===== src/rtl/gray_up_down_counter_if.sv =====
// Control and data bundle for the Gray up/down counter.
// Master drives the step/load controls; slave returns the registered count, Gray code and tc.
interface gray_up_down_counter_if #(
  parameter int N = 8
);
  logic         en;
  logic         up;
  logic         load;
  logic [N-1:0] load_bin;
  logic [N-1:0] bin;
  logic [N-1:0] g;
  logic         tc;

  modport master (
    output en, up, load, load_bin,
    input  bin, g, tc
  );

  modport slave (
    input  en, up, load, load_bin,
    output bin, g, tc
  );
endinterface


===== src/rtl/gray_up_down_counter.sv =====
// Registered N-bit up/down counter with a registered Gray-code copy and a terminal-count pulse.
// Latency: one cycle from sampled en/load to bin/g/tc. No backpressure; one step per enabled cycle.
module gray_up_down_counter #(
  parameter int N    = 8,
  parameter bit WRAP = 1'b1
) (
  input logic                  i_clk,
  input logic                  i_rst,
  gray_up_down_counter_if.slave bus
);

  localparam logic [N-1:0] ONE = N'(1);

  logic [N-1:0] r_bin;
  logic [N-1:0] r_g;
  logic         r_tc;

  logic         w_at_limit;
  logic [N-1:0] w_step_bin;
  logic [N-1:0] w_next_bin;

  function automatic logic [N-1:0] to_gray(input logic [N-1:0] b);
    return b ^ (b >> 1);
  endfunction

  always_comb begin
    w_at_limit = bus.up ? (r_bin == '1) : (r_bin == '0);
    w_step_bin = bus.up ? (r_bin + ONE) : (r_bin - ONE);
    w_next_bin = r_bin;
    if (bus.load) begin
      w_next_bin = bus.load_bin;
    end else if (bus.en) begin
      // Saturating mode holds at the limit; wrapping mode relies on modulo-2^N arithmetic.
      w_next_bin = (w_at_limit && !WRAP) ? r_bin : w_step_bin;
    end
  end

  // g is encoded from the next binary value so both registers change on the same edge.
  always_ff @(posedge i_clk) begin
    if (i_rst) begin
      r_bin <= '0;
      r_g   <= '0;
      r_tc  <= 1'b0;
    end else begin
      r_bin <= w_next_bin;
      r_g   <= to_gray(w_next_bin);
      r_tc  <= !bus.load && bus.en && w_at_limit;
    end
  end

  assign bus.bin = r_bin;
  assign bus.g   = r_g;
  assign bus.tc  = r_tc;

endmodule


===== src/flat_wrapper.sv =====
// flat-port wrapper written by rule: the top's interface ports become plain ports
module gray_up_down_counter_flat 
#(
  parameter int N    = 8,
  parameter bit WRAP = 1'b1
)
  (i_clk, i_rst, bus_en, bus_up, bus_load, bus_load_bin, bus_bin, bus_g, bus_tc);
  gray_up_down_counter_if #(.N(N)) bus_i ();
  input logic i_clk;
  input logic i_rst;
  input wire logic [$bits(bus_i.en)-1:0] bus_en;
  input wire logic [$bits(bus_i.up)-1:0] bus_up;
  input wire logic [$bits(bus_i.load)-1:0] bus_load;
  input wire logic [$bits(bus_i.load_bin)-1:0] bus_load_bin;
  output wire logic [$bits(bus_i.bin)-1:0] bus_bin;
  output wire logic [$bits(bus_i.g)-1:0] bus_g;
  output wire logic [$bits(bus_i.tc)-1:0] bus_tc;
  assign bus_i.en = bus_en;
  assign bus_i.up = bus_up;
  assign bus_i.load = bus_load;
  assign bus_i.load_bin = bus_load_bin;
  assign bus_bin = bus_i.bin;
  assign bus_g = bus_i.g;
  assign bus_tc = bus_i.tc;
  gray_up_down_counter #(.N(N), .WRAP(WRAP)) u_core (.i_clk(i_clk), .i_rst(i_rst), .bus(bus_i));
endmodule

===== config.mk =====
export PLATFORM = sky130hd
export DESIGN_NAME = gray_up_down_counter_flat
export DESIGN_NICKNAME = d
export VERILOG_FILES = /design/src/rtl/gray_up_down_counter_if.sv /design/src/rtl/gray_up_down_counter.sv /design/src/flat_wrapper.sv
export SDC_FILE = /design/constraint.sdc
export NUM_CORES = 1
export LEC_CHECK = 0
export BUFFER_PORTS_ARGS = -buffer_cell sky130_fd_sc_hd__buf_4
export CORE_MARGIN = 5
export CORE_UTILIZATION = 45
export DETAILED_ROUTE_END_ITERATION = 12
export HOLD_SLACK_MARGIN = 0.06
export PLACE_DENSITY = 0.73
export SLEW_MARGIN = 0
export SYNTH_ARGS = -nofsm -noshare
export SYNTH_HDL_FRONTEND = slang
export SYNTH_SLANG_ARGS = --single-unit

===== constraint.sdc =====
create_clock -name i_clk -period 2 [get_ports i_clk]
set_input_delay 0.2 -clock i_clk [delete_from_list [all_inputs] [get_ports i_clk]]
set_output_delay 0.2 -clock i_clk [all_outputs]
set_load 0.01 [all_outputs]

# Word level (Yosys, flattened, before mapping)
# Index checks and enable logic that the tools add are counted.
# totals
in_bits	13
ff_bits	17
word_cells	15
out_inout_bits	17
# classes
n_reduce_logical	4
muxes	4
bitwise	1
eq_ne	1
add_sub_neg	2
# ops
cell	count
$mux W8	3
$add A8 B1 Y8 const B	1
$eq A8 B8 Y1 const B	1
$logic_not A8 Y1	1
$sub A8 B1 Y8 const B	1
$xor A8 B7 Y8	1
$logic_and A1 B1 Y1	2
$logic_not A1 Y1	1
$mux W1	1

# Longest topological paths before layout
# depth
depth_word	5
ltp_mapped	8
depth_no_buf	8

# Worst setup path before layout
# Ideal clock, no wire load.
# synth_timing
path_kind	reg2reg
start	register u_core.r_bin[0], in the netlist u_core.bus.bin[0]
end	register u_core.r_g[6], in the netlist u_core.bus.g[6]
path_stages_with_launch	9
setup_ns	0.121
required_time_ns	1.879
path_buffers	0
setup_slack_ns	-0.118
t_arrival_ns	1.997
path_cell_list	dfxtp_1 -> inv_1 -> fa_1 -> nor2b_4 -> o31a_1 -> o22ai_1 -> a211oi_4 -> nor2_2 -> mux2_4
# synth_between
elab_chain_len	5
word_cells_on_any_way	6
cone_classes	add/sub (2); mux (3); bitwise (1)
# synth_rtl
item	line	text
start: declaration	gray_up_down_counter.sv:14	logic [N-1:0] r_bin;
start signal: assignment	gray_up_down_counter.sv:45	r_bin <= w_next_bin;
$sub A8 B1 Y8 or $add A8 B1 Y8 (tied branches)	gray_up_down_counter.sv:28	w_step_bin = bus.up ? (r_bin + ONE) : (r_bin - ONE);
$mux W8 (*)	gray_up_down_counter.sv:28	
$mux W8 (*)	gray_up_down_counter.sv:32	end else if (bus.en) begin
$mux W8 (*)	gray_up_down_counter.sv:30	if (bus.load) begin
$xor A8 B7 Y8 (*)	gray_up_down_counter.sv:23	return b ^ (b >> 1);
end signal: assignment	gray_up_down_counter.sv:46	r_g <= to_gray(w_next_bin);
end: declaration	gray_up_down_counter.sv:15	logic [N-1:0] r_g;
# Every way passes the cells marked *; elsewhere a longest branch is shown, timed or not.
# A chain may end at the register's enable or synchronous reset.

# Worst setup path in the final report
# layout_timing
start	register u_core.r_bin[1], in the netlist u_core.bus.bin[1]
end	register u_core.r_g[6], in the netlist u_core.bus.g[6]
# Same word-level chain as after synthesis.

==> impl_metrics.yaml <==
setup_path:
  path_cells: "ha_1 > nand3_2 > a211o_1 > nand4_1 > nand3_1 > a221oi_2 > mux2_4"
  criticalPathCategory: "flop to flop"
  required_ns: 2.18
  cp.arrival_ns: 2.15
  timing.rr.start: "u_core.bus.bin[1]"
  critical_path.endpoint_type: "flop"
  r2r_end: "u_core.bus.g[6]"
  crit_fanout: 4
  reg2reg_depth: 7
  cp-start-kind: "flop"
  worst_path_largest_cell_delay_ns: 0.37
  worst_path_max_delay_cell: "dfxtp_4"
  rrSetupSlack_ns: 0.03
global_routing:
  grt_overflow_total: 0
  antenna_found_initial: 0
  grt_usage: 0.176
  grt_pass1_vias: 1082
  grt_max_degree: 17
  grt_pass1_wl_um: 4630
placement:
  place_congestion: 0.860
  port-buffer-count: 29
  dp_slack_ns: -0.194
  dp_hpwl_um: 2300
clocking:
  htree_levels: 1
  clkLatencyLatePin_ns: 0.28
  ctsHoldBuffers: 0
  cts_made_buffers: 3
  clock_sinks: 16
  clk_pin_slew_ns: 0.09
  cts_buffer_depth: 2
  root_buffer: "clkbuf_4"
  cts_tree: "yes"
logic_synthesis:
  synth_top_flop_cell: "dfxtp_1"
  synth.largest_area_cell: "dfxtp_1"
  yosys_warnings: 0
  synth_top_area_frac: 0.308
  synth-edff-count: 0
  netlist_top_cells_count: "dfxtp_1 (16), nor2_1 (16), ha_1 (6), xnor2_1 (6)"
  synthesis.nets: 135
  ys_seq_area_frac: 0.308
  async_flop_share: 0
  netlist_area_um2: 1040
  syn_avg_cell_area_um2: 9.03
  synth.area.top_cells: "dfxtp_1 (31%), ha_1 (7.2%), nor2_1 (5.8%)"
  ys_seq_elements: 16
  ys_types: 43
  synthesis.instances: 115
min_path:
  hp-start: "i_rst"
  min_to: "u_core.bus.g[5]"
  hold_depth: 2
  hold_class: "input pin to flop"
sta:
  rsz0062_at_grt: "true"
  tns_ns: 0
  fin_ws_ns: 0.0347
  period_needed_ns: 1.97
  skew_ns: 0.00430
  setup_viol: 0
  slew_headroom: 0.738
  timing.fmax_mhz: 509
  finalCritPeriodShare: 0.983
  slew_violations: 0
  worst_slew_pin_slew_ns: 0.382
  hold_viol_final: 0
route:
  drtPass1Iterations: 4
  postRouteAntennaNets: 0
  vias: 1056
  drt_iter0_drc: 20
  wl_um: 2900
  wl_per_cell_um: 14.7
  drc: 0
  via_per_inst: 5.36
floorplanning:
  die_h_um: 58.0
  placementRows: 17
  die_area_um2: 3370
  start_util: 0.469
  coreArea_um2: 2210
  io_pins: 30
  die_w_um: 58.0
power_and_ir_drop:
  peakVddDrop_mv: 0.693
  power_density_nw_per_um2: 637
  p_leak_uw: 0.000723
job:
  max-cap-violations: 0
finish:
  areaGrowthSynthToFinish_pct: 52.9
  final_nets: 190
  antenna_cells: 0
  drive_gt1_frac: 0.479
status:
  outcome: "completed"
[logic make-up after synthesis]
| kind of cell | after synthesis | synth area share |
|---|---|---|
| flops | 16 | 0.308 |
| mux | 4 | 0.0434 |
| xor+xnor | 8 | 0.0675 |
| simple gates | 44 | 0.228 |
| compound gates | 27 | 0.224 |
| fa+ha+maj | 7 | 0.0916 |
| buf+inv | 9 | 0.0374 |
[timing repair]
item                                    CTS  global route
endpoints found under the setup margin    1             3
setup buffers                             1             3
pin swaps                                 4             5
resized for setup                         5             6
[metrics by stage]
| step | total power (uW) | hold WS [ns] | cells | area [um^2] | util |
|---|---|---|---|---|---|
| 2_1_floorplan | 599 | 0.272 | 115 | 1040 | - |
| 3_3_place_gp | 757 | 0.461 | 189 | 1430 | 0.648 |
| 3_5_place_dp | 769 | 0.484 | 189 | 1430 | 0.648 |
| 4_1_cts | 993 | 0.189 | 194 | 1520 | 0.685 |
| 5_1_grt | 1080 | 0.188 | 197 | 1590 | 0.718 |
| 6_report | 1010 | 0.186 | 197 | 1590 | 0.718 |
[how the worst max path moves through the flow]
stage	slack (ns)	endpoint	from	cells after the start
3_3_place_gp	-0.11	u_core.bus.g[6]	bus_up	9
4_1_cts	0.0004	u_core.bus.g[6]	u_core.bus.bin[0]	8
6_report	0.03	u_core.bus.g[6]	u_core.bus.bin[1]	7
2_1_floorplan	0.008	u_core.bus.g[6]	u_core.bus.bin[2]	7
5_1_grt	-0.06	u_core.bus.g[6]	u_core.bus.bin[1]	7
3_5_place_dp	-0.19	u_core.bus.g[6]	bus_up	9
[final cells by class]
cell class                      count  area [um^2]
Tap cell                           28         35.0
Inverter                            5         22.5
Sequential cell                    16          327
Fill cell                         178          624
Timing Repair Buffer               54          418
Clock buffer                        4         36.3
Multi-Input combinational cell     90          749
[worst max-delay path, delay by kind of cell, from the launching register on]
kind / cells / cell delay (ns)
adders and majority gates: 1 / 0.29
AOI/OAI and AO/OA: 2 / 0.58
DFF: 1 / 0.37
and+or+nand+nor: 3 / 0.29
muxes: 1 / 0.33
[registers in the layout (all words and copies together), names as in the netlist]
| name | flops |
|---|---|
| u_core.bus.g | 8 |
| u_core.bus.bin | 7 |
| u_core.bus.tc | 1 |
[power by group]
part,switching (uW),internal (uW),leakage (uW)
sequential,22.5,355,0.000134
clock,99.4,111,0.0000210
combinational,195,229,0.000568
[layer usage]
metal	part of all wire	up-vias	global-route usage
met4	0.013	0	0.0397
met1	0.38	492	0.189
li1	-	523	-
met5	0	-	0
met3	0.069	4	0.0557
met2	0.54	37	0.332
[layout by cell type, fill, tap and decap left out, drive strengths merged, types with 2 or more instances in the layout]
master / instances
nor2b: 4
dfxtp: 16
a21oi: 6
nand3: 5
mux2i: 3
a22o: 2
buf: 54
a211oi: 2
o21a: 2
a21o: 4
nor3: 5
xor2: 2
nand2: 2
inv: 4
nand4: 3
clkbuf: 4
nor4: 2
ha: 6
o22ai: 2
and3: 2
nor2: 17
xnor2: 6
No activity file was read; power rests on OpenSTA's default activity.
